--- src/rtl/rename_nwide.sv ---
// N-wide rename stage: intra-group RAW/WAW resolution, free-list allocation, all-or-nothing dispatch.
// Optional RENAME_PARTIAL_DISPATCH_EN accepts the longest prefix that fits all budgets.
module rename_nwide #(
  parameter int WIDTH        = 2,
  parameter int NUM_ARCH     = 32,
  parameter int LOG_ARCH     = 5,
  parameter int NUM_PHYS     = 64,
  parameter int LOG_PHYS     = 6,
  parameter int CW           = 3,
  parameter int FLUSH_CYCLES = 2
) (
  input  logic                         CLK,
  input  logic                         RESET,
  input  logic                         Flush_IN,
  input  logic [WIDTH-1:0]             Instr_valid_IN,
  input  logic [WIDTH*LOG_ARCH-1:0]    Ra_IN,
  input  logic [WIDTH*LOG_ARCH-1:0]    Rb_IN,
  input  logic [WIDTH*LOG_ARCH-1:0]    Rd_IN,
  input  logic [WIDTH-1:0]             RegWrite_IN,
  input  logic [WIDTH-1:0]             MemRead_IN,
  input  logic [WIDTH-1:0]             MemWrite_IN,
  input  logic [NUM_ARCH*LOG_PHYS-1:0] Frat_map_IN,
  input  logic [NUM_PHYS-1:0]          Busy_IN,
  input  logic [WIDTH*LOG_PHYS-1:0]    Free_regs_IN,
  input  logic [CW-1:0]                Free_count_IN,
  input  logic [CW-1:0]                Rob_free_IN,
  input  logic [CW-1:0]                Iq_free_IN,
  input  logic [CW-1:0]                Lsq_free_IN,
  output logic [CW-1:0]                Pop_count,
  output logic [CW-1:0]                Grabbed_regs,
  output logic [WIDTH-1:0]             Out_valid,
  output logic [WIDTH*LOG_PHYS-1:0]    Out_src_a,
  output logic [WIDTH*LOG_PHYS-1:0]    Out_src_b,
  output logic [WIDTH-1:0]             Out_rdy_a,
  output logic [WIDTH-1:0]             Out_rdy_b,
  output logic [WIDTH*LOG_PHYS-1:0]    Out_dest,
  output logic [WIDTH*LOG_PHYS-1:0]    Out_old_dest,
  output logic [WIDTH-1:0]             Out_has_dest,
  output logic [WIDTH-1:0]             Out_lsq,
  output logic [WIDTH-1:0]             Frat_we,
  output logic [WIDTH*LOG_ARCH-1:0]    Frat_arch,
  output logic [WIDTH*LOG_PHYS-1:0]    Frat_phys,
  output logic                         Blocked
);

  localparam logic STATE_RUN   = 1'b0;
  localparam logic STATE_FLUSH = 1'b1;

  logic                      state;
  logic [CW-1:0]             flush_cnt;
  logic                      prefix;
  logic [WIDTH-1:0]          slot_v, need_d, need_m, take, rdy_a, rdy_b;
  logic [WIDTH*LOG_PHYS-1:0] dest_flat, src_a, src_b, old_dest, take_p;
  logic [WIDTH*LOG_ARCH-1:0] wr_a;
  logic [CW-1:0]             n_cnt, d_cnt, m_cnt, take_n, take_d;
  logic                      hold;

  // Valid slots, per-slot needs, and in-order free-list assignment.
  always_comb begin
    prefix    = 1'b1;
    slot_v    = '0;
    need_d    = '0;
    need_m    = '0;
    dest_flat = '0;
    n_cnt     = '0;
    d_cnt     = '0;
    m_cnt     = '0;
    for (int unsigned i = 0; i < WIDTH; i++) begin
      prefix    = prefix & Instr_valid_IN[i];
      slot_v[i] = prefix;
      need_d[i] = prefix && RegWrite_IN[i] && (Rd_IN[i*LOG_ARCH +: LOG_ARCH] != '0);
      need_m[i] = prefix && (MemRead_IN[i] || MemWrite_IN[i]);
      if (need_d[i])
        dest_flat[i*LOG_PHYS +: LOG_PHYS] = Free_regs_IN[int'(d_cnt)*LOG_PHYS +: LOG_PHYS];
      n_cnt = n_cnt + CW'(slot_v[i]);
      d_cnt = d_cnt + CW'(need_d[i]);
      m_cnt = m_cnt + CW'(need_m[i]);
    end
  end

  // Source / old-dest lookup; later matching j overrides earlier, so the nearest writer wins.
  always_comb begin
    logic [LOG_ARCH-1:0] ra, rb, rd, rdj;
    logic [LOG_PHYS-1:0] pa, pb, dj;
    src_a    = '0;
    src_b    = '0;
    old_dest = '0;
    rdy_a    = '0;
    rdy_b    = '0;
    for (int unsigned i = 0; i < WIDTH; i++) begin
      ra = Ra_IN[i*LOG_ARCH +: LOG_ARCH];
      rb = Rb_IN[i*LOG_ARCH +: LOG_ARCH];
      rd = Rd_IN[i*LOG_ARCH +: LOG_ARCH];
      pa = Frat_map_IN[int'(ra)*LOG_PHYS +: LOG_PHYS];
      pb = Frat_map_IN[int'(rb)*LOG_PHYS +: LOG_PHYS];
      src_a[i*LOG_PHYS +: LOG_PHYS]    = pa;
      src_b[i*LOG_PHYS +: LOG_PHYS]    = pb;
      rdy_a[i]                         = !Busy_IN[pa];
      rdy_b[i]                         = !Busy_IN[pb];
      old_dest[i*LOG_PHYS +: LOG_PHYS] = Frat_map_IN[int'(rd)*LOG_PHYS +: LOG_PHYS];
      for (int unsigned j = 0; j < i; j++) begin
        rdj = Rd_IN[j*LOG_ARCH +: LOG_ARCH];
        dj  = dest_flat[j*LOG_PHYS +: LOG_PHYS];
        if (need_d[j] && rdj == ra) begin
          src_a[i*LOG_PHYS +: LOG_PHYS] = dj;
          rdy_a[i] = 1'b0;
        end
        if (need_d[j] && rdj == rb) begin
          src_b[i*LOG_PHYS +: LOG_PHYS] = dj;
          rdy_b[i] = 1'b0;
        end
        if (need_d[j] && rdj == rd)
          old_dest[i*LOG_PHYS +: LOG_PHYS] = dj;
      end
      if (ra == '0) begin
        src_a[i*LOG_PHYS +: LOG_PHYS] = '0;
        rdy_a[i] = 1'b1;
      end
      if (rb == '0) begin
        src_b[i*LOG_PHYS +: LOG_PHYS] = '0;
        rdy_b[i] = 1'b1;
      end
      if (!need_d[i])
        old_dest[i*LOG_PHYS +: LOG_PHYS] = '0;
    end
  end

  // Dispatch budget check.
  always_comb begin
    take   = '0;
    take_n = '0;
    take_d = '0;
`ifdef RENAME_PARTIAL_DISPATCH_EN
    begin
      logic          fit;
      logic [CW-1:0] cn, cd, cm;
      fit = 1'b1;
      cn  = '0;
      cd  = '0;
      cm  = '0;
      for (int unsigned i = 0; i < WIDTH; i++) begin
        cn = cn + CW'(slot_v[i]);
        cd = cd + CW'(need_d[i]);
        cm = cm + CW'(need_m[i]);
        if (fit && slot_v[i] && cn <= Rob_free_IN && cn <= Iq_free_IN &&
            cd <= Free_count_IN && cm <= Lsq_free_IN) begin
          take[i] = 1'b1;
          take_n  = cn;
          take_d  = cd;
        end else begin
          fit = 1'b0;
        end
      end
    end
`else
    if (n_cnt != '0 && n_cnt <= Rob_free_IN && n_cnt <= Iq_free_IN &&
        d_cnt <= Free_count_IN && m_cnt <= Lsq_free_IN) begin
      take   = slot_v;
      take_n = n_cnt;
      take_d = d_cnt;
    end
`endif
  end

  always_comb begin
    take_p = '0;
    wr_a   = '0;
    for (int unsigned i = 0; i < WIDTH; i++) begin
      take_p[i*LOG_PHYS +: LOG_PHYS] = {LOG_PHYS{take[i]}};
      wr_a[i*LOG_ARCH +: LOG_ARCH]   = {LOG_ARCH{take[i] & need_d[i]}};
    end
  end

  assign hold      = !RESET || Flush_IN || (state == STATE_FLUSH);
  assign Pop_count = hold ? '0 : take_n;

  always_ff @(posedge CLK) begin
    if (!RESET) begin
      state     <= STATE_RUN;
      flush_cnt <= '0;
    end else if (Flush_IN) begin
      state     <= STATE_FLUSH;
      flush_cnt <= CW'(FLUSH_CYCLES);
    end else if (state == STATE_FLUSH) begin
      flush_cnt <= flush_cnt - CW'(1);
      if (flush_cnt == CW'(1))
        state <= STATE_RUN;
    end
  end

  // Reset, a flush edge and every FLUSH-state edge all present an empty, blocked stage.
  always_ff @(posedge CLK) begin
    if (hold) begin
      Grabbed_regs <= '0;
      Out_valid    <= '0;
      Out_src_a    <= '0;
      Out_src_b    <= '0;
      Out_rdy_a    <= '0;
      Out_rdy_b    <= '0;
      Out_dest     <= '0;
      Out_old_dest <= '0;
      Out_has_dest <= '0;
      Out_lsq      <= '0;
      Frat_we      <= '0;
      Frat_arch    <= '0;
      Frat_phys    <= '0;
      Blocked      <= 1'b1;
    end else begin
      Grabbed_regs <= take_d;
      Out_valid    <= take;
      Out_src_a    <= src_a & take_p;
      Out_src_b    <= src_b & take_p;
      Out_rdy_a    <= rdy_a & take;
      Out_rdy_b    <= rdy_b & take;
      Out_dest     <= dest_flat & take_p;
      Out_old_dest <= old_dest & take_p;
      Out_has_dest <= need_d & take;
      Out_lsq      <= need_m & take;
      Frat_we      <= need_d & take;
      Frat_arch    <= Rd_IN & wr_a;
      Frat_phys    <= dest_flat & take_p;
      Blocked      <= (n_cnt == '0) || (take_n < n_cnt);
    end
  end

endmodule

--- config.mk ---
export PLATFORM = sky130hd
export DESIGN_NAME = rename_nwide
export DESIGN_NICKNAME = d
export VERILOG_FILES = /design/src/rtl/rename_nwide.sv
export SDC_FILE = /design/constraint.sdc
export NUM_CORES = 1
export LEC_CHECK = 0
export CAP_MARGIN = 40
export CORE_MARGIN = 2
export CORE_UTILIZATION = 51
export CTS_BUF_LIST = sky130_fd_sc_hd__clkbuf_2 sky130_fd_sc_hd__clkbuf_4 sky130_fd_sc_hd__clkbuf_8
export DETAILED_ROUTE_END_ITERATION = 8
export PLACE_DENSITY = 0.95
export SLEW_MARGIN = 30
export SYNTH_ARGS = -nofsm -noshare
export SYNTH_HDL_FRONTEND = slang
export SYNTH_SLANG_ARGS = --single-unit
--- constraint.sdc ---
create_clock -name CLK -period 4.49 [get_ports CLK]
set_input_delay 0.449 -clock CLK [delete_from_list [all_inputs] [get_ports CLK]]
set_output_delay 0.449 -clock CLK [all_outputs]
set_load 0.01 [all_outputs]
==> results of run 1 <==
==> layer usage <==
| metal | share of wire (%) | vias up |
|---|---|---|
| met4 | 7.1 | 8 |
| met1 | 32 | 7147 |
| met2 | 47 | 1563 |
| met5 | 0.080 | - |
| li1 | - | 5926 |
| met3 | 14 | 363 |
==> flip-flops by register name, indices dropped and copies added (netlist names) <==
register      cells
Frat_we           2
Out_valid         2
state             1
Grabbed_regs      2
flush_cnt         3
Out_old_dest     12
Out_src_a        12
Frat_phys        12
Out_rdy_a         2
Out_src_b        12
Out_lsq           2
Frat_arch        10
Blocked           1
Out_rdy_b         2
==> tightest hold or removal path: cells and delay by family (launching register included) <==
family	cells	cell delay, ns
and+or+nand+nor	1	0.09
xor gates and xnor gates	1	0.09
DFF	1	0.35
==> power by group through the flow <==
stage / logic, mW / clock network [mW] / registers [mW]
floorplan: 1.38 / 0 / 0.697
global placement: 2.21 / 0 / 0.696
detailed placement: 2.26 / 0 / 0.696
CTS: 2.27 / 0.528 / 0.680
global route: 2.42 / 0.556 / 0.681
finish: 2.34 / 0.527 / 0.680
==> logic make-up (layout without fill, tap and decap cells) <==
| family | after synthesis | count (layout) | synth area share [%] |
|---|---|---|---|
| compound gates | 154 | 154 | 7.78 |
| flops | 75 | 75 | 10.2 |
| fa+ha+maj | 11 | 11 | 0.937 |
| mux | 576 | 576 | 65.6 |
| xor+xnor | 18 | 18 | 1.07 |
| simple gates | 249 | 249 | 8.70 |
| buf+inv | 171 | 513 | 5.66 |
| other cells | 1 | 11 | 0.0255 |
==> worst paths after layout <==
check                    start      endpoint  slack [ns]  cells after the start
setup / recovery      Rd_IN[2]  Pop_count[1]        0.60                     10
hold / removal    flush_cnt[2]  flush_cnt[2]        0.56                      2
setup reg to reg         state  Frat_arch[3]        2.45                      6
hold reg to reg   flush_cnt[2]  flush_cnt[2]        0.56                      2
==> cell type report <==
type	instances	area [µm²]
Inverter	24	90.1
Timing Repair Buffer	473	4580
Multi-Input combinational cell	1010	12400
Fill cell	2166	9290
Antenna cell	9	22.5
Clock buffer	10	138
Sequential cell	75	1500
Clock inverter	6	55.1
Tap cell	384	480
==> layout by cell type (no fill, tap or decap), types with 6 or more instances in the layout <==
master | synthesis | layout
xnor2_1 | 8 | 8
clkdlybuf4s50_1 | 0 | 395
nand2b_1 | 7 | 7
mux2i_1 | 235 | 235
nand2_1 | 39 | 39
o211ai_1 | 8 | 8
buf_2 | 47 | 9
mux4_2 | 303 | 303
inv_1 | 18 | 18
o22ai_1 | 8 | 8
mux2_2 | 19 | 19
dfxtp_1 | 75 | 75
clkbuf_8 | 0 | 10
a21oi_1 | 16 | 16
a22o_1 | 10 | 10
nor4_1 | 6 | 6
xor2_1 | 10 | 10
nor2b_1 | 17 | 17
ha_1 | 11 | 11
a22oi_1 | 38 | 38
and2_1 | 24 | 24
a31oi_1 | 6 | 6
a211oi_1 | 19 | 19
nand3_1 | 18 | 18
mux2_1 | 16 | 16
buf_4 | 26 | 63
nand4_1 | 14 | 14
diode_2 | 0 | 9
o21ai_0 | 14 | 14
nor2_1 | 73 | 73
nor3_1 | 17 | 17
==> cells in the mapped netlist (3+ instances only) <==
| cell type | count | area share (%) |
|---|---|---|
| a211oi_1 | 19 | 0.97 |
| a21oi_1 | 16 | 0.55 |
| a221oi_1 | 3 | 0.18 |
| a22o_1 | 10 | 0.60 |
| a22oi_1 | 38 | 1.9 |
| a31oi_1 | 6 | 0.26 |
| a32oi_1 | 3 | 0.18 |
| and2_1 | 24 | 1.0 |
| and3_1 | 5 | 0.21 |
| buf_1 | 18 | 0.46 |
| buf_2 | 47 | 1.6 |
| buf_4 | 26 | 1.3 |
| buf_6 | 3 | 0.23 |
| clkbuf_1 | 52 | 1.3 |
| dfxtp_1 | 75 | 10 |
| ha_1 | 11 | 0.94 |
| inv_1 | 18 | 0.46 |
| inv_2 | 4 | 0.10 |
| mux2_1 | 16 | 1.2 |
| mux2_2 | 19 | 1.5 |
| mux2i_1 | 235 | 16 |
| mux2i_4 | 3 | 0.46 |
| mux4_2 | 303 | 46 |
| nand2_1 | 39 | 1.0 |
| nand2b_1 | 7 | 0.30 |
| nand3_1 | 18 | 0.61 |
| nand3b_1 | 5 | 0.26 |
| nand4_1 | 14 | 0.60 |
| nand4b_1 | 5 | 0.30 |
| nor2_1 | 73 | 1.9 |
| nor2b_1 | 17 | 0.72 |
| nor3_1 | 17 | 0.58 |
| nor4_1 | 6 | 0.26 |
| o211ai_1 | 8 | 0.41 |
| o21a_1 | 3 | 0.15 |
| o21ai_0 | 14 | 0.48 |
| o21ai_1 | 4 | 0.14 |
| o221ai_1 | 3 | 0.18 |
| o22ai_1 | 8 | 0.34 |
| or2_2 | 4 | 0.17 |
| or4_1 | 5 | 0.26 |
| xnor2_1 | 8 | 0.48 |
| xor2_1 | 10 | 0.60 |
==> results.yml, run 1 <==
place:
  dp_hpwl_um: 48700
  dp_cells: 1965
  place_area_mm2: 0.0190
  dp_slack_ns: 0.569
  port_buffers: 407
  routabilityCongestion: 1.01
hold_path:
  hold_path.class: "reg2reg"
timing:
  tightestPinTransition_ns: 0.793
  worst_slew_margin_rel_pct: 47.1
  layout_setup_ws_ns: 0.601
  final-max-slew-violation-count: 0
  skew_ns: 0.00932
  hold_ws_ns: 0.559
  rsz0062_at_grt: "false"
  fmax_mhz: 257
  hold_violations: 0
  finalCritPeriodShare_pct: 86.6
  fin_crit_ns: 3.89
  setup_viol: 0
  fin_setup_tns_ns: 0
final_layout:
  drive_gt1_share_pct: 27.3
  fin_nets: 1925
  final_cells: 1991
  fin_util_pct: 67.5
  syn2layout_area_growth_pct: 31.1
  design_area_mm2: 0.0193
synth:
  syn_avg_cell_area_um2: 11.7
  syn_area_mm2: 0.0147
  syn_inst: 1255
  synthArstFlopShare_pct: 0
  ys.warnings.count: 0
  yosysSeqAreaShare_pct: 10.2
  ys_types: 67
  synth_flop_cell: "dfxtp_1"
  ys_ff_latch: 75
  synth_edf_count: 0
floorplan:
  pin_count: 410
  die_y_um: 174
  num_rows: 62
  die_w_um: 174
  core_area_mm2: 0.0285
  initial_core_util_pct: 51.5
  die_area_mm2: 0.0302
grt:
  grt_pass1_vias: 15000
  use_met3_pct: 12.1
  track_usage_pct: 41.1
  use_met2_pct: 67.1
  grt-ovfl-total: 0
  antenna_found_initial: 15
  grt_pass1_wl_um: 94000
  grt_max_degree: 62
  grt_busiest_layer: "met2"
  met1_usage_pct: 48.9
clock_network:
  clock_path_buffers: 2
  htreeDepth: 3
  cts_root_buffer: "clkbuf_8"
  post_cts_buffers: 0
  cts_sinks: 75
  cts_made_buffers: 9
  cts_hold_buf: 0
  tritoncts: "yes"
  clk_pin_slew_ns: 0.09
  ctsResizeCount: 0
  insertion_delay_ns: 0.36
critical_path:
  max_stage_delay_ns: 0.66
  endpoint_kind: "output pin"
  cp.required_ns: 4.04
  cp_top_family: "simple AND/OR/NAND/NOR gates"
  cp.arrival_ns: 3.44
  crit_buf_inv: 2
  crit_slowest_cell: "or4_1"
  critPathLaunchType: "primary input"
  critPathMaxFanout: 3
  setup.worst_path.class: "in2out"
  cp_cell_sequence: "clkdlybuf4s50_1 > or4_1 > o211ai_1 > nor2_1 > ha_1 > nor2b_1 > o21ai_0 > nand4_1 > nor2_1 > clkdlybuf4s50_1"
route:
  wirelength_um: 63500
  vias: 15000
  drc: 0
  wl_per_cell_um: 31.9
  via_per_inst: 7.54
  dr.pass1.iters: 5
  drt_iter0_drc: 2205
  ant_nets: 0
power:
  p_clk_share_pct: 14.9
  p_comb_share_pct: 66.0
  irDropWorstVdd_mv: 0.123
  seqPwrFrac_pct: 19.2
  powerDensity_mw_per_mm2: 184
  internal-power_mw: 2.07
  power.leakage_nw: 7.14
  switching_power_mw: 1.47
  netSwitchingFraction_pct: 41.5
  design_power_total_mw: 3.55
run:
  drv_cap: 0
status:
  status: "complete, no violations"
Note: power is estimated with default switching activity, not from simulation.
==> run 2: changes to the inputs <==
--- a/config.mk
+++ b/config.mk
@@ -6,8 +6,10 @@
 export NUM_CORES = 1
 export LEC_CHECK = 0
 export CAP_MARGIN = 40
+export CELL_PAD_IN_SITES_DETAIL_PLACEMENT = 0
+export CELL_PAD_IN_SITES_GLOBAL_PLACEMENT = 1
 export CORE_MARGIN = 2
-export CORE_UTILIZATION = 51
+export CORE_UTILIZATION = 40
 export CTS_BUF_LIST = sky130_fd_sc_hd__clkbuf_2 sky130_fd_sc_hd__clkbuf_4 sky130_fd_sc_hd__clkbuf_8
 export DETAILED_ROUTE_END_ITERATION = 8
 export PLACE_DENSITY = 0.95
==> run 2 against run 1 <==
Against the previous run:
- non-clock buffer count increased by 1
- sequential share of layout area down 0.069 points
- first-iteration DRC count shrank 19%
- cell count is 3.9% higher
- total power rose by 1.9%
- critical endpoint unchanged
- largest cell class unchanged
==> results.yml, run 2 (synthesized netlist as in run 1, its figures left out) <==
status:
  status: "complete, no violations"
critical_path:
  startpoint: "Rd_IN[3]"
  r2r_cells: 6
  setup.worst_path.class: "in2out"
  max_stage_delay_ns: 0.67
  cp.arrival_ns: 3.52
  cp_cell_sequence: "clkdlybuf4s50_1 > or4_1 > o211ai_1 > nor2_1 > ha_1 > nor2b_1 > o21ai_0 > nand4_1 > nor2_1 > clkdlybuf4s50_1"
  r2r_slack_ns: 2.34
  endpoint_kind: "output pin"
  rr_startpoint: "state"
  cp.required_ns: 4.04
  crit_slowest_cell: "or4_1"
  reg2reg_to: "Frat_arch[1]"
  critPathMaxFanout: 4
  critPathLaunchType: "primary input"
place:
  dp_hpwl_um: 48800
  routabilityCongestion: 1.02
  port_buffers: 407
  dp_slack_ns: 0.294
power:
  powerDensity_mw_per_mm2: 186
  seqPwrFrac_pct: 18.8
  netSwitchingFraction_pct: 40.0
  p_comb_share_pct: 64.6
  p_clk_share_pct: 16.6
  power.leakage_nw: 7.18
  irDropWorstVdd_mv: 0.140
  internal-power_mw: 2.17
  switching_power_mw: 1.45
clock_network:
  insertion_delay_ns: 0.36
  cts_root_buffer: "clkbuf_8"
  cts_made_buffers: 9
  htreeDepth: 3
  cts_sinks: 75
  post_cts_buffers: 0
  cts_hold_buf: 0
  clk_pin_slew_ns: 0.08
  clock_path_buffers: 2
  ctsResizeCount: 0
  tritoncts: "yes"
hold_path:
  holdCritStartpoint: "flush_cnt[2]"
  holdPathEnd: "flush_cnt[2]"
  min_path_cells: 2
  hold_path.class: "reg2reg"
route:
  dr.pass1.iters: 6
  via_per_inst: 6.96
  ant_nets: 0
  drc: 0
  wirelength_um: 63400
  vias: 14400
  wl_per_cell_um: 30.6
  drt_iter0_drc: 1797
grt:
  track_usage_pct: 32.4
  grt-ovfl-total: 0
  antenna_found_initial: 4
  grt_max_degree: 53
  grt_pass1_vias: 14700
  grt_pass1_wl_um: 93100
final_layout:
  syn2layout_area_growth_pct: 32.3
  layout_commonest_cell: "clkdlybuf4s50_1"
  drive_gt1_share_pct: 27.4
  fill_cells: 3118
  final_cell_mix: "395 x clkdlybuf4s50_1, 303 x mux4_2, 235 x mux2i_1, 75 x dfxtp_1, 73 x nor2_1"
  fin_nets: 1926
timing:
  worst_slew_margin_rel_pct: 41.7
  fin_crit_ns: 3.97
  final-max-slew-violation-count: 0
  layout_setup_ws_ns: 0.520
  finalCritPeriodShare_pct: 88.4
  fin_setup_tns_ns: 0
  tightestPinTransition_ns: 0.874
  rsz0062_at_grt: "false"
  skew_ns: 0.00955
  setup_viol: 0
  fmax_mhz: 252
  hold_violations: 0
floorplan:
  num_rows: 70
  pin_count: 410
  die_y_um: 196
  initial_core_util_pct: 40.4
  die_area_mm2: 0.0383
  die_w_um: 196
  core_area_mm2: 0.0363
run:
  drv_cap: 0
-- run 2: cell count changes in the layout (fill, tap and decap cells not counted), moves of 2 or more --
cell	delta
bufinv_16	+2
diode_2	-7
buf_16	+2
inv_8	-2
-- run 2: worst max path at each step --
stage	cells after the start	endpoint
2_1_floorplan	13	Out_src_b[8]
5_1_grt	10	Pop_count[1]
6_report	10	Pop_count[1]
3_3_place_gp	13	Out_rdy_a[0]
4_1_cts	10	Pop_count[1]
3_5_place_dp	13	Out_rdy_a[0]
-- run 2: area by class of cell --
type | count | area, µm² | area share (%)
clock inverter | 7 | 98.8 | 0.509
inverter | 24 | 90.1 | 0.464
antenna | 2 | 5.00 | 0.0258
sequential | 75 | 1500 | 7.73
timing repair buffer | 474 | 4630 | 23.8
multi-input combinational | 1010 | 12400 | 63.8
clock buffer | 9 | 124 | 0.638
tap | 468 | 586 | 3.01
-- run 2: routing by layer --
metal  routed length (µm)  part of all wire, %  GRT usage, %  vias up
li1                     -                    -             -     5906
met1                22800                   36          41.3     7021
met2                29700                   47          52.6     1252
met3                 7540                   12          7.70      214
met4                 3380                  5.3          15.1        2
met5                   13                0.021             0        -
-- run 2: metrics by stage --
stage | instance area (µm²) | total power, mW | hold slack [ns] | instances | utilization, %
detailed placement | 19200 | 2.98 | 0.511 | 2050 | 52.8
global placement | 19100 | 2.94 | 0.488 | 2049 | 52.7
floorplan | 14700 | 2.07 | 0.471 | 1256 | -
CTS | 19400 | 3.59 | 0.533 | 2066 | 53.4
global route | 19400 | 3.76 | 0.565 | 2067 | 53.4
finish | 19400 | 3.61 | 0.526 | 2069 | 53.5
-- run 2: critical path, delay by kind of cell --
kind | cells | cell delay, ns
and+or+nand+nor | 5 | 1.25
adders and majority gates | 1 | 0.29
AOI/OAI and AO/OA | 2 | 0.53
buffers and inverters | 2 | 1.00
-- run 2: power groups by stage --
stage / Clock [mW] / Combinational, mW / Sequential (mW)
floorplan: 0 / 1.38 / 0.697
global placement: 0 / 2.25 / 0.696
detailed placement: 0 / 2.29 / 0.696
CTS: 0.617 / 2.30 / 0.680
global route: 0.639 / 2.44 / 0.681
finish: 0.599 / 2.34 / 0.680
